--- src/rtl/mcu_multi_cycle.sv ---
// Multi-cycle core for the 16-bit MCU ISA; instruction and data memories sit behind req/ack ports.
// Optional macro MCU_STEP_EN: a fetch starts only when run and step are both high.
module mcu_multi_cycle #(
    parameter int unsigned WIDTH   = 16,
    parameter int unsigned REG_AW  = 4,
    parameter int unsigned IADDR_W = 8,
    parameter int unsigned DADDR_W = 8
) (
    input  logic               clk,
    input  logic               clear,
    input  logic               run,
    input  logic               step,
    output logic               imem_req,
    output logic [IADDR_W-1:0] imem_addr,
    input  logic               imem_ack,
    input  logic [15:0]        imem_data,
    output logic               dmem_req,
    output logic               dmem_we,
    output logic [DADDR_W-1:0] dmem_addr,
    output logic [WIDTH-1:0]   dmem_wdata,
    input  logic               dmem_ack,
    input  logic [WIDTH-1:0]   dmem_rdata,
    output logic [IADDR_W-1:0] pc,
    output logic [15:0]        instr,
    output logic               halted,
    input  logic [REG_AW-1:0]  dbg_sel,
    output logic [WIDTH-1:0]   dbg_data
);
    localparam int unsigned NREGS = 1 << REG_AW;

    localparam logic [3:0] OP_ADD  = 4'h0;
    localparam logic [3:0] OP_SUB  = 4'h1;
    localparam logic [3:0] OP_AND  = 4'h2;
    localparam logic [3:0] OP_OR   = 4'h3;
    localparam logic [3:0] OP_SLT  = 4'h4;
    localparam logic [3:0] OP_ADDI = 4'h5;
    localparam logic [3:0] OP_LW   = 4'h6;
    localparam logic [3:0] OP_SW   = 4'h7;
    localparam logic [3:0] OP_BNE  = 4'h8;
    localparam logic [3:0] OP_J    = 4'h9;
    localparam logic [3:0] OP_HALT = 4'hF;

    typedef enum logic [2:0] {S_FETCH, S_DECODE, S_EXEC, S_MEM, S_WB, S_HALT} state_t;

    state_t             r_state;
    logic [IADDR_W-1:0] r_pc;
    logic [15:0]        r_instr;
    logic [WIDTH-1:0]   r_a, r_b, r_alu, r_mdr;
    logic [WIDTH-1:0]   r_regs [NREGS];
    logic               r_ipend, r_clr_q, r_halted;
    logic               r_dreq, r_dwe;
    logic [DADDR_W-1:0] r_daddr;
    logic [WIDTH-1:0]   r_dwdata;

    logic [3:0]         w_op;
    logic [REG_AW-1:0]  w_rs, w_rt, w_rd, w_dst;
    logic [WIDTH-1:0]   w_simm, w_alu;
    logic [IADDR_W-1:0] w_br, w_jmp;
    logic               w_start, w_is_nop;

`ifdef MCU_STEP_EN
    assign w_start = run & step;
`else
    logic w_unused;
    assign w_unused = step;
    assign w_start  = run;
`endif

    assign w_op     = r_instr[15:12];
    assign w_rs     = REG_AW'(r_instr[11:8]);
    assign w_rt     = REG_AW'(r_instr[7:4]);
    assign w_rd     = REG_AW'(r_instr[3:0]);
    assign w_dst    = (w_op == OP_ADDI || w_op == OP_LW) ? w_rt : w_rd;
    assign w_simm   = WIDTH'($signed(r_instr[3:0]));
    assign w_br     = r_pc + IADDR_W'($signed(r_instr[3:0]));
    assign w_jmp    = IADDR_W'(r_instr[11:0]);
    assign w_is_nop = (w_op >= 4'hA) && (w_op <= 4'hE);

    always_comb begin
        w_alu = r_a + r_b;
        case (w_op)
            OP_SUB:                w_alu = r_a - r_b;
            OP_AND:                w_alu = r_a & r_b;
            OP_OR:                 w_alu = r_a | r_b;
            OP_SLT:                w_alu = ($signed(r_a) < $signed(r_b)) ? WIDTH'(1) : '0;
            OP_ADDI, OP_LW, OP_SW: w_alu = r_a + w_simm;
            default:               w_alu = r_a + r_b;
        endcase
    end

    // Fetch request is decoded from state so a zero-wait fetch completes in the FETCH cycle;
    // r_ipend keeps it up once issued even if run drops, r_clr_q keeps it low right after clear.
    assign imem_req   = (r_state == S_FETCH) && !clear && !r_clr_q && (r_ipend || w_start);
    assign imem_addr  = r_pc;
    assign dmem_req   = r_dreq;
    assign dmem_we    = r_dwe;
    assign dmem_addr  = r_daddr;
    assign dmem_wdata = r_dwdata;
    assign pc         = r_pc;
    assign instr      = r_instr;
    assign halted     = r_halted;
    assign dbg_data   = r_regs[dbg_sel];

    always_ff @(posedge clk) begin
        if (clear) begin
            r_state  <= S_FETCH;
            r_pc     <= '0;
            r_instr  <= '0;
            r_a      <= '0;
            r_b      <= '0;
            r_alu    <= '0;
            r_mdr    <= '0;
            r_regs   <= '{default: '0};
            r_ipend  <= 1'b0;
            r_clr_q  <= 1'b1;
            r_halted <= 1'b0;
            r_dreq   <= 1'b0;
            r_dwe    <= 1'b0;
            r_daddr  <= '0;
            r_dwdata <= '0;
        end else begin
            r_clr_q <= 1'b0;
            case (r_state)
                S_FETCH: begin
                    if (imem_req) begin
                        if (imem_ack) begin
                            r_instr <= imem_data;
                            r_pc    <= r_pc + IADDR_W'(1);
                            r_ipend <= 1'b0;
                            r_state <= S_DECODE;
                        end else begin
                            r_ipend <= 1'b1;
                        end
                    end
                end
                S_DECODE: begin
                    r_a <= r_regs[w_rs];
                    r_b <= r_regs[w_rt];
                    if (w_op == OP_HALT) begin
                        r_halted <= 1'b1;
                        r_state  <= S_HALT;
                    end else if (w_is_nop) begin
                        r_state <= S_FETCH;
                    end else begin
                        r_state <= S_EXEC;
                    end
                end
                S_EXEC: begin
                    r_alu <= w_alu;
                    case (w_op)
                        OP_BNE: begin
                            if (r_a != r_b) r_pc <= w_br;
                            r_state <= S_FETCH;
                        end
                        OP_J: begin
                            r_pc    <= w_jmp;
                            r_state <= S_FETCH;
                        end
                        OP_LW, OP_SW: begin
                            r_dreq   <= 1'b1;
                            r_dwe    <= (w_op == OP_SW);
                            r_daddr  <= DADDR_W'(w_alu);
                            r_dwdata <= r_b;
                            r_state  <= S_MEM;
                        end
                        default: r_state <= S_WB;
                    endcase
                end
                S_MEM: begin
                    if (r_dreq && dmem_ack) begin
                        r_dreq <= 1'b0;
                        r_dwe  <= 1'b0;
                        if (w_op == OP_SW) begin
                            r_state <= S_FETCH;
                        end else begin
                            r_mdr   <= dmem_rdata;
                            r_state <= S_WB;
                        end
                    end
                end
                S_WB: begin
                    r_regs[w_dst] <= (w_op == OP_LW) ? r_mdr : r_alu;
                    r_state       <= S_FETCH;
                end
                S_HALT:  r_state <= S_HALT;
                default: r_state <= S_FETCH;
            endcase
        end
    end
endmodule
--- config.mk ---
export PLATFORM = sky130hd
export DESIGN_NAME = mcu_multi_cycle
export DESIGN_NICKNAME = d
export VERILOG_FILES = /design/src/rtl/mcu_multi_cycle.sv
export SDC_FILE = /design/constraint.sdc
export NUM_CORES = 1
export LEC_CHECK = 0
export CORE_ASPECT_RATIO = 0.8
export CORE_MARGIN = 4
export CORE_UTILIZATION = 45
export DETAILED_ROUTE_END_ITERATION = 6
export GPL_ROUTABILITY_DRIVEN = 1
export PLACE_DENSITY = 0.67
export SLEW_MARGIN = 0
export SYNTH_ARGS = -nofsm -noshare
export SYNTH_HDL_FRONTEND = slang
export SYNTH_SLANG_ARGS = --single-unit
--- constraint.sdc ---
create_clock -name clk -period 7.6 [get_ports clk]
set_input_delay 0.76 -clock clk [delete_from_list [all_inputs] [get_ports clk]]
set_output_delay 0.76 -clock clk [all_outputs]
set_load 0.01 [all_outputs]
==> metrics <==
status=finished clean; slew at the pin closest to its max-slew limit=1220 ps; Iteration-0 DRC Markers=1,856; setup_tns=0 ps; ANT nets after route=0; vias in the first global route=17.6k; Post-CTS Setup Repair Bufs=0; final setup fails=0; Top Ports=118; Syn Inst Count=2,213; TritonCTS Sinks=376; grt met3 use=3.46%; max_cap viols=0; DR vias=18.1k; Slew headroom=18.3%; die area=53,800 um^2; die height=208 um; ANT cells=0; synth warn=0; Root Buffer=clkbuf_16; CTS H-Tree Depth=2; Max Slew Vio Count=0; met2 GRT Util=39.5%; Vias/cell=6.26; commonest non-fill, non-tap cells in the layout=371 x dfxtp_1, 346 x nor2_1, 251 x a211oi_1; WL final=68,800 um; Initial Utilization=45.5%; CP required=6840 ps; Post-Place Setup Slack=3140 ps; post-DP HPWL=44,200 um; Core Region=49,600 um^2; syn avg cell area=10.2 um^2; Fmax=227 MHz; Pwr Density=197 nW/um^2; DR pass1 iterations=7; synthesized flop and latch total=376; Die X=258 um; syn_nets=2,332; number of flops mapped to enable cells by yosys=0; hold bufs inserted after CTS=0; clock buffer depth=3; Startpoint Class=input pin; peak supply drop=128 uV; unrepaired setup endpoints after global routing=false; asr flop ratio synth=0%; area leader, netlist=dfxtp_1; CTS tree=yes; Distinct cells, synth=72; leading cell type in the layout, fill and taps excluded=dfxtp_1; worst skew pair latency=570 ps; Global Route Usage Sum=25.1%; synthesized area=22,600 um^2; share of layout cells above drive strength 1=19.0%; Overflow after GRT=0; Worst Slack Setup Final=3200 ps; initial antenna violation count=0; busiest grt layer=met2; crit path kind=input pin to primary output; Crit Path Max Fanout=33; main flop type after synthesis=dfxtp_1; Final Hold Viols=0; Num CTS Buffers=41; PortBufs=116; drt wl/cell=23.7 um; largest net degree at the start of global routing=228; Layout Nets=2,313; clock slew at reported path FFs=50 ps; share of the synthesized area in the top cell type=33.4%; # rows=73; ranking of synthesized cells by area=dfxtp_1 33%, mux4_2 24%, a211oi_1 8.4%; CTS resizes=0; period utilization=57.9%; GR Util met1=35.5%; DRC=0; Hold WC Path Type=register to register; Tmin final=4400 ps; register area share after synthesis=33.4%; CP endpoint kind=primary output; Clock Skews=14.1 ps; leakage=8.18 nW; WP data arrival=3640 ps; GP Congestion=0.928; first-pass GRT wire length=106,000 um; Syn-to-layout area delta=11.7%
[cell families after synthesis]
family | synth area share, %
DFF | 33.4
buffers and inverters | 6.06
and+or+nand+nor | 12.0
xor gates and xnor gates | 1.16
AOI/OAI and AO/OA | 16.4
muxes | 26.6
adders and majority gates | 4.37
[per-layer routing]
layer	wire, um	part of all wire, %	vias to the layer above
li1	-	-	8223
met1	29600	43	8989
met2	31600	46	788
met3	4990	7.2	149
met4	2560	3.7	0
met5	0	0	-
[cells in the mapped netlist (all sizes together), types with 3 or more instances]
master / instances
xnor2: 18
mux4: 240
o221ai: 6
or3: 4
o22ai: 9
nor2b: 18
a31oi: 6
nor3b: 6
nand2: 160
a221oi: 10
a21oi: 107
a21o: 24
nand4: 5
mux2: 3
o21ai: 35
mux2i: 56
clkbuf: 85
a211oi: 275
nand3: 17
and2: 13
or2: 3
fa: 3
buf: 145
o21a: 3
nor3: 28
o21bai: 9
inv: 53
nor2: 350
nor4: 5
a21boi: 3
and3: 5
nand3b: 7
o31ai: 8
xor2: 11
nand4b: 3
ha: 74
nand2b: 7
dfxtp: 376
[cell type report]
class | instances | area, um^2
Fill cell | 4331 | 24400
Multi-Input combinational cell | 1554 | 13700
Sequential cell | 376 | 7540
Timing Repair Buffer | 168 | 1560
Clock buffer | 58 | 1200
Tap cell | 675 | 845
Inverter | 53 | 199
Clock inverter | 13 | 149
[state kept, by name (all words and copies together) (netlist names)]
signal / flops
dmem_req: 1
halted: 1
imem_addr: 8
r_alu: 16
dmem_we: 1
r_ipend: 1
r_mdr: 16
r_a: 16
instr: 16
r_clr_q: 1
dmem_wdata: 16
r_regs: 256
dmem_addr: 8
r_b: 16
r_state: 3
[where the power goes]
part | switching [W] | leakage [nW] | total (W) | internal, W
Combinational | 0.000558 | 4.49 | 0.000840 | 0.000283
Clock | 0.000836 | 0.664 | 0.00204 | 0.00120
Sequential | 0.0000601 | 3.03 | 0.00208 | 0.00202
[critical path, cell delays in order]
cell             delay (ps)
buf_4                   530
buf_4                   640
mux4_2                  610
mux4_2                  560
clkdlybuf4s50_1         510
[final timing paths]
| check | from | end | slack (ps) | cells after the start |
|---|---|---|---|---|
| worst max register to register | instr[14]$_SDFFE_PP0P_ | r_alu[12]$_SDFFE_PP0P_ | 3240 | 12 |
| worst max-delay path | dbg_sel[0] | dbg_data[8] | 3200 | 5 |
| worst min register to register | dmem_wdata[14]$_SDFFE_PP0P_ | dmem_wdata[14]$_SDFFE_PP0P_ | 460 | 2 |
| worst min-delay path | dmem_wdata[14]$_SDFFE_PP0P_ | dmem_wdata[14]$_SDFFE_PP0P_ | 460 | 2 |
[metrics by stage]
| step | std cells | total power [W] | hold slack, ps | utilization, % | area (um^2) |
|---|---|---|---|---|---|
| after floorplan | 2213 | 0.00268 | 436 | - | 22600 |
| after global placement | 2826 | 0.00293 | 445 | 48.1 | 23800 |
| after detailed placement | 2826 | 0.00295 | 448 | 48.1 | 23800 |
| after CTS | 2897 | 0.00498 | 460 | 50.8 | 25200 |
| after global routing | 2897 | 0.00513 | 475 | 50.8 | 25200 |
| final | 2897 | 0.00496 | 460 | 50.8 | 25200 |
Note: power is estimated with default switching activity, not from simulation.
